[src/rtl/pipe_hazard_ctrl.sv]
// pipe_hazard_ctrl: pipeline stall/flush controller driving the PC enable,
// per-register enables and NOP-bubble injection from four hazard sources.
//
// Ports:
//   i_clk              clock, all state on rising edge
//   i_reset            synchronous active-low reset (flushes pipe with NOPs)
//   i_icache_miss      instruction cache blocking
//   i_dcache_miss      data cache blocking (freezes the whole pipe)
//   i_dec_rs_a/_b      source registers of the instruction in decode
//   i_dec_uses_a/_b    decode really reads rs_a / rs_b
//   i_dec_is_multicycle decode instruction needs MUL_LATENCY ALU cycles
//   i_ex_is_load       ALU-stage instruction is a load
//   i_ex_rd            ALU-stage destination register
//   i_branch_taken     ALU stage resolved a taken branch
//   o_pc_en            PC load enable
//   o_reg_en           inter-stage register enables (k = stage k -> k+1)
//   o_bubble           register k loads a NOP instead of its input
//   o_stall_cause      0 none, 1 dcache, 2 multicycle, 3 branch, 4 load-use, 5 icache
//   o_mc_busy          multicycle op occupying the ALU stage
//   o_perf_stall_cnt   saturating count of cycles with o_pc_en = 0
module pipe_hazard_ctrl #(
    parameter int NUM_STAGES  = 5,
    parameter int REG_ADDR_W  = 5,
    parameter int MUL_LATENCY = 5,
    parameter int PERF_W      = 32
) (
    input  logic                    i_clk,
    input  logic                    i_reset,
    input  logic                    i_icache_miss,
    input  logic                    i_dcache_miss,
    input  logic [REG_ADDR_W-1:0]   i_dec_rs_a,
    input  logic [REG_ADDR_W-1:0]   i_dec_rs_b,
    input  logic                    i_dec_uses_a,
    input  logic                    i_dec_uses_b,
    input  logic                    i_dec_is_multicycle,
    input  logic                    i_ex_is_load,
    input  logic [REG_ADDR_W-1:0]   i_ex_rd,
    input  logic                    i_branch_taken,
    output logic                    o_pc_en,
    output logic [NUM_STAGES-2:0]   o_reg_en,
    output logic [NUM_STAGES-2:0]   o_bubble,
    output logic [2:0]              o_stall_cause,
    output logic                    o_mc_busy,
    output logic [PERF_W-1:0]       o_perf_stall_cnt
);

    localparam int CNT_W = (MUL_LATENCY > 1) ? $clog2(MUL_LATENCY) : 1;
    localparam logic [CNT_W-1:0] MC_LOAD = CNT_W'(MUL_LATENCY - 1);
    localparam logic [CNT_W-1:0] CNT_ONE = CNT_W'(1);
    localparam bit MC_EN = MUL_LATENCY > 1;

    typedef enum logic {
        IDLE,
        MC_BUSY
    } state_t;

    state_t            r_state;
    state_t            w_state_nxt;
    logic [CNT_W-1:0]  r_cnt;
    logic [CNT_W-1:0]  w_cnt_nxt;
    logic [PERF_W-1:0] r_perf;
    logic              w_load_use;
    logic              w_mc_start;

    // a load to r0 never creates a dependency
    assign w_load_use = i_ex_is_load && (i_ex_rd != '0) &&
                        ((i_dec_uses_a && (i_dec_rs_a == i_ex_rd)) ||
                         (i_dec_uses_b && (i_dec_rs_b == i_ex_rd)));

    // a real (non-bubble) instruction is being clocked into D/A
    assign w_mc_start = MC_EN && o_reg_en[1] && !o_bubble[1] && i_dec_is_multicycle;

    assign o_perf_stall_cnt = r_perf;

    always_ff @(posedge i_clk) begin
        if (!i_reset) begin
            r_state <= IDLE;
            r_cnt   <= '0;
            r_perf  <= '0;
        end else begin
            r_state <= w_state_nxt;
            r_cnt   <= w_cnt_nxt;
            if (!o_pc_en && (r_perf != '1))
                r_perf <= r_perf + PERF_W'(1);
        end
    end

    // priority-ordered hazard resolution; only the winning cause acts
    always_comb begin
        o_pc_en       = 1'b1;
        o_reg_en      = '1;
        o_bubble      = '0;
        o_stall_cause = 3'd0;
        o_mc_busy     = 1'b0;
        if (!i_reset) begin
            o_pc_en  = 1'b0;
            o_bubble = '1;
        end else if (i_dcache_miss) begin
            o_pc_en       = 1'b0;
            o_reg_en      = '0;
            o_stall_cause = 3'd1;
            o_mc_busy     = r_state == MC_BUSY;
        end else if (r_state == MC_BUSY) begin
            // hold F/D and D/A, feed NOPs behind the op still in the ALU
            o_pc_en       = 1'b0;
            o_reg_en[0]   = 1'b0;
            o_reg_en[1]   = 1'b0;
            o_bubble[2]   = 1'b1;
            o_stall_cause = 3'd2;
            o_mc_busy     = 1'b1;
        end else if (i_branch_taken) begin
            o_bubble[0]   = 1'b1;
            o_bubble[1]   = 1'b1;
            o_stall_cause = 3'd3;
        end else if (w_load_use) begin
            o_pc_en       = 1'b0;
            o_reg_en[0]   = 1'b0;
            o_bubble[1]   = 1'b1;
            o_stall_cause = 3'd4;
        end else if (i_icache_miss) begin
            o_pc_en       = 1'b0;
            o_bubble[0]   = 1'b1;
            o_stall_cause = 3'd5;
        end
    end

    // multicycle FSM: counter freezes while the data cache blocks the pipe
    always_comb begin
        w_state_nxt = r_state;
        w_cnt_nxt   = r_cnt;
        if (r_state == IDLE) begin
            if (w_mc_start) begin
                w_state_nxt = MC_BUSY;
                w_cnt_nxt   = MC_LOAD;
            end
        end else if (!i_dcache_miss) begin
            w_cnt_nxt = r_cnt - CNT_ONE;
            if (r_cnt == CNT_ONE)
                w_state_nxt = IDLE;
        end
    end

endmodule

[config.mk]
export PLATFORM = sky130hd
export DESIGN_NAME = pipe_hazard_ctrl
export DESIGN_NICKNAME = d
export VERILOG_FILES = /design/src/rtl/pipe_hazard_ctrl.sv
export SDC_FILE = /design/constraint.sdc
export NUM_CORES = 1
export LEC_CHECK = 0
export BUFFER_PORTS_ARGS = -buffer_cell sky130_fd_sc_hd__buf_4
export CAP_MARGIN = 20
export CORE_MARGIN = 5
export CORE_UTILIZATION = 51
export DETAILED_ROUTE_END_ITERATION = 6
export PLACE_DENSITY_LB_ADDON = 0.05
export SETUP_SLACK_MARGIN = 0.15
export SLEW_MARGIN = 20
export SYNTH_ARGS = -nofsm -noshare
export SYNTH_HDL_FRONTEND = slang
export SYNTH_SLANG_ARGS = --single-unit
export TNS_END_PERCENT = 5
[constraint.sdc]
create_clock -name i_clk -period 2.6 [get_ports i_clk]
set_clock_uncertainty 0.05 [all_clocks]
set_input_delay 0.39 -clock i_clk [delete_from_list [all_inputs] [get_ports i_clk]]
set_output_delay 0.39 -clock i_clk [all_outputs]
set_load 0.05 [all_outputs]
==> flow_metrics.py <==
metrics = {
    "grt": {
        "grt_pass1_vias": 2175,
        "grt_pass1_wl_um": 9310,
        "grt_usage_pct": 20.7,
        "grt_overflow": 0,
        "grt_max_degree": 43,
        "antenna_found_initial": 0,
    },
    "worst_setup_path": {
        "reg2regPathDepth": 6,
        "arrival_ns": 1.84,
        "worst-setup-path-type": "input port to primary output",
        "slowest_delay_ns": 0.51,
        "crit_chain": "buf_4 -> or4_1 -> o21ai_1 -> nand2b_1 -> nand2_1 -> a21oi_1 -> buf_4",
        "cp-start-kind": "input port",
        "reg2reg_to": "o_perf_stall_cnt[19]",
        "slowest_stage": "or4_1",
        "worstPathRequired_ns": 2.16,
        "reg2reg_from": "o_perf_stall_cnt[6]",
        "reg2reg_slack_ns": 0.48,
        "critical_path.most_common_cell": "buf_4",
        "critPathBufInv": 2,
        "crit_family": "simple AND/OR/NAND/NOR gates",
        "crit_path_end_kind": "primary output",
        "path_max_fanout": 3,
    },
    "timing": {
        "fin_crit_ns": 2.28,
        "layout_setup_ws_ns": 0.323,
        "rsz0062_at_grt": "no",
        "setup_viol": 0,
        "slew_violations": 0,
        "tightest_slew_ns": 0.405,
        "setup_tns_ns": 0,
        "hold_violations": 0,
        "max_freq_mhz": 439,
        "slew_headroom_pct": 72.8,
        "fin_crit_sh_pct": 87.6,
    },
    "place": {
        "dp.cells": 382,
        "gp_congestion": 0.780,
        "place_ws_ns": 0.330,
        "dpl.hpwl_um": 3930,
        "port_buffers": 68,
        "placed_area_sq_um": 2710,
    },
    "die": {
        "die_x_um": 75.6,
        "pin_count": 69,
        "fp.dieH_um": 75.6,
        "start_util_pct": 53.8,
        "die_area_sq_um": 5720,
        "rows": 23,
        "core_area_sq_um": 4090,
    },
    "synthesis": {
        "synth_nets": 303,
        "ys_seq_area_share_pct": 32.8,
        "syn_area_sq_um": 2200,
        "synth_seq_cells": 36,
        "synth_cell_types": 37,
        "synthDominantCellAreaShare_pct": 32.8,
        "synthCells": 276,
        "synthTopCellsByArea": "dfxtp_1 33%, or4_1 7.2%, a21oi_1 6.8%",
        "async_flop_share_pct": 0,
        "yosysWarnings": 0,
        "synthFlopType": "dfxtp_1",
        "synth_edf_count": 0,
        "synth_largest_area_cell": "dfxtp_1",
        "synth_area_per_cell_sq_um": 7.96,
    },
    "route": {
        "wire_per_inst_um": 13.8,
        "drtIter0Drc": 126,
        "drt-pass1-iter-count": 4,
        "via_count": 2216,
        "drc": 0,
        "ant_nets": 0,
        "routed_via_density": 5.68,
        "routed_wl_um": 5380,
    },
    "pwr": {
        "total_power_mw": 1.27,
        "p_leak_nw": 1.08,
        "vdd_ir_drop_max_mv": 0.252,
        "power_density_nw_per_um2": 448,
    },
    "layout": {
        "stdcell_area_sq_um": 2820,
        "fill_cells": 366,
        "drive_gt1_share_pct": 25.6,
        "area_delta_synth_final_pct": 28.5,
        "nets": 366,
        "instances_no_fill": 390,
        "diodes": 0,
    },
    "clock_tree": {
        "clockBufferDepth": 2,
        "root_buffer": "clkbuf_8",
        "numClockSinks": 36,
        "cts_tree": "yes",
        "cts-htree-levels": 2,
        "cts_resized": 0,
        "cts.clk_slew.worst_paths_ns": 0.07,
        "clk_latency_ns": 0.29,
        "numCtsBuffers": 5,
        "postCtsSetupBuffers": 0,
        "hold_buffers": 0,
    },
    "min_path": {
        "hold_path.class": "input port to flip-flop",
        "holdPathStages": 3,
        "hold_path.startpoint": "i_dcache_miss",
        "holdPathEnd": "r_state",
    },
    "flow_run": {
        "max_cap_violations": 0,
    },
    "run_status": {
        "run_status": "complete, no violations",
    },
}
==> power by group <==
| part | internal [mW] | switching, mW |
|---|---|---|
| combinational | 0.0788 | 0.130 |
| sequential | 0.559 | 0.00851 |
| clock | 0.284 | 0.205 |
| total | 0.922 | 0.344 |
==> Yosys cell counts (3+ instances only) <==
master and n:
dfxtp_1 36, a21oi_1 30, nand2_1 25, or4_1 21, o31ai_1 20, nand3_1 16, nor2_1 13, xnor2_1 11
inv_1 9, nand4_1 9, nand2b_1 8, clkbuf_1 7, mux2i_1 6, o21ai_0 6, and3_1 5, nor3_1 5
o21a_1 5, buf_2 4, buf_4 4, nor3b_1 4, and2_1 3, and3_4 3, and4_1 3, buf_6 3
ha_1 3, or3_1 3
==> cell type report <==
cell class | count | area, sq um | share of cell area [%]
clock inverter | 3 | 42.5 | 1.51
multi-input combinational | 212 | 1340 | 47.3
clock buffer | 5 | 68.8 | 2.44
sequential | 36 | 721 | 25.5
timing repair buffer | 74 | 556 | 19.7
tap | 50 | 62.6 | 2.22
inverter | 10 | 37.5 | 1.33
==> worst reg2reg max path: cells and delay by family (launching register included) <==
family           cells  cell delay (ns)
AO/OA/AOI/OAI        1             0.16
AND/OR/NAND/NOR      5             1.39
flip-flops           1             0.45
==> cells by family after synthesis <==
family	share of synthesized area (%)
xor gates and xnor gates	4.38
buffers and inverters	6.72
adders and majority gates	1.71
AOI/OAI and AO/OA	19.0
muxes	2.73
and+or+nand+nor	32.6
DFF	32.8
==> per-stage QoR <==
stage                     hold WS (ns)  utilization, %
final                            0.369            69.1
after global routing             0.406            69.1
after CTS                        0.352            69.1
after detailed placement         0.433            66.4
after global placement           0.421            66.4
after floorplan                  0.457               -
==> registers in the layout (all words and copies together), names as in the netlist <==
name and flops:
o_perf_stall_cnt 32, r_cnt 3, r_state 1
==> cell usage in the layout, fill, tap and decap left out, types with 2 or more instances in the layout <==
cell      Yosys  routed
buf_4         4      74
dfxtp_1      36      36
a21oi_1      30      30
nand2_1      25      25
or4_1        21      21
o31ai_1      20      20
nand3_1      16      16
nor2_1       13      13
xnor2_1      11      11
inv_1         9       9
nand4_1       9       9
nand2b_1      8       8
o21ai_0       6       6
mux2i_1       6       6
nor3_1        5       5
o21a_1        5       5
and3_1        5       5
clkbuf_8      0       5
nor3b_1       4       4
and4_1        3       3
and2_1        3       3
and3_4        3       3
or3_1         3       3
ha_1          3       3
o21ai_1       2       2
o31a_1        2       2
nor4_1        2       2
==> worst max-delay path by stage <==
stage | from | endpoint | slack (ns) | depth (start not counted)
final | i_ex_rd[1] | o_stall_cause[0] | 0.32 | 7
after global routing | i_ex_rd[1] | o_bubble[0] | 0.20 | 7
after CTS | i_ex_rd[1] | o_stall_cause[0] | 0.32 | 7
after detailed placement | i_ex_rd[1] | o_stall_cause[0] | 0.33 | 7
after global placement | i_ex_rd[1] | o_stall_cause[0] | 0.33 | 7
after floorplan | i_ex_rd[1] | o_bubble[0] | 0.05 | 5
==> per-layer routing <==
metal	vias up	share of wire (%)	GRT usage [%]
met5	-	0	0
met4	0	1.2	6.41
met3	5	9.3	7.65
met2	72	46	34.4
met1	993	43	25.0
li1	1146	-	-
(Power assumes the default switching activity.)
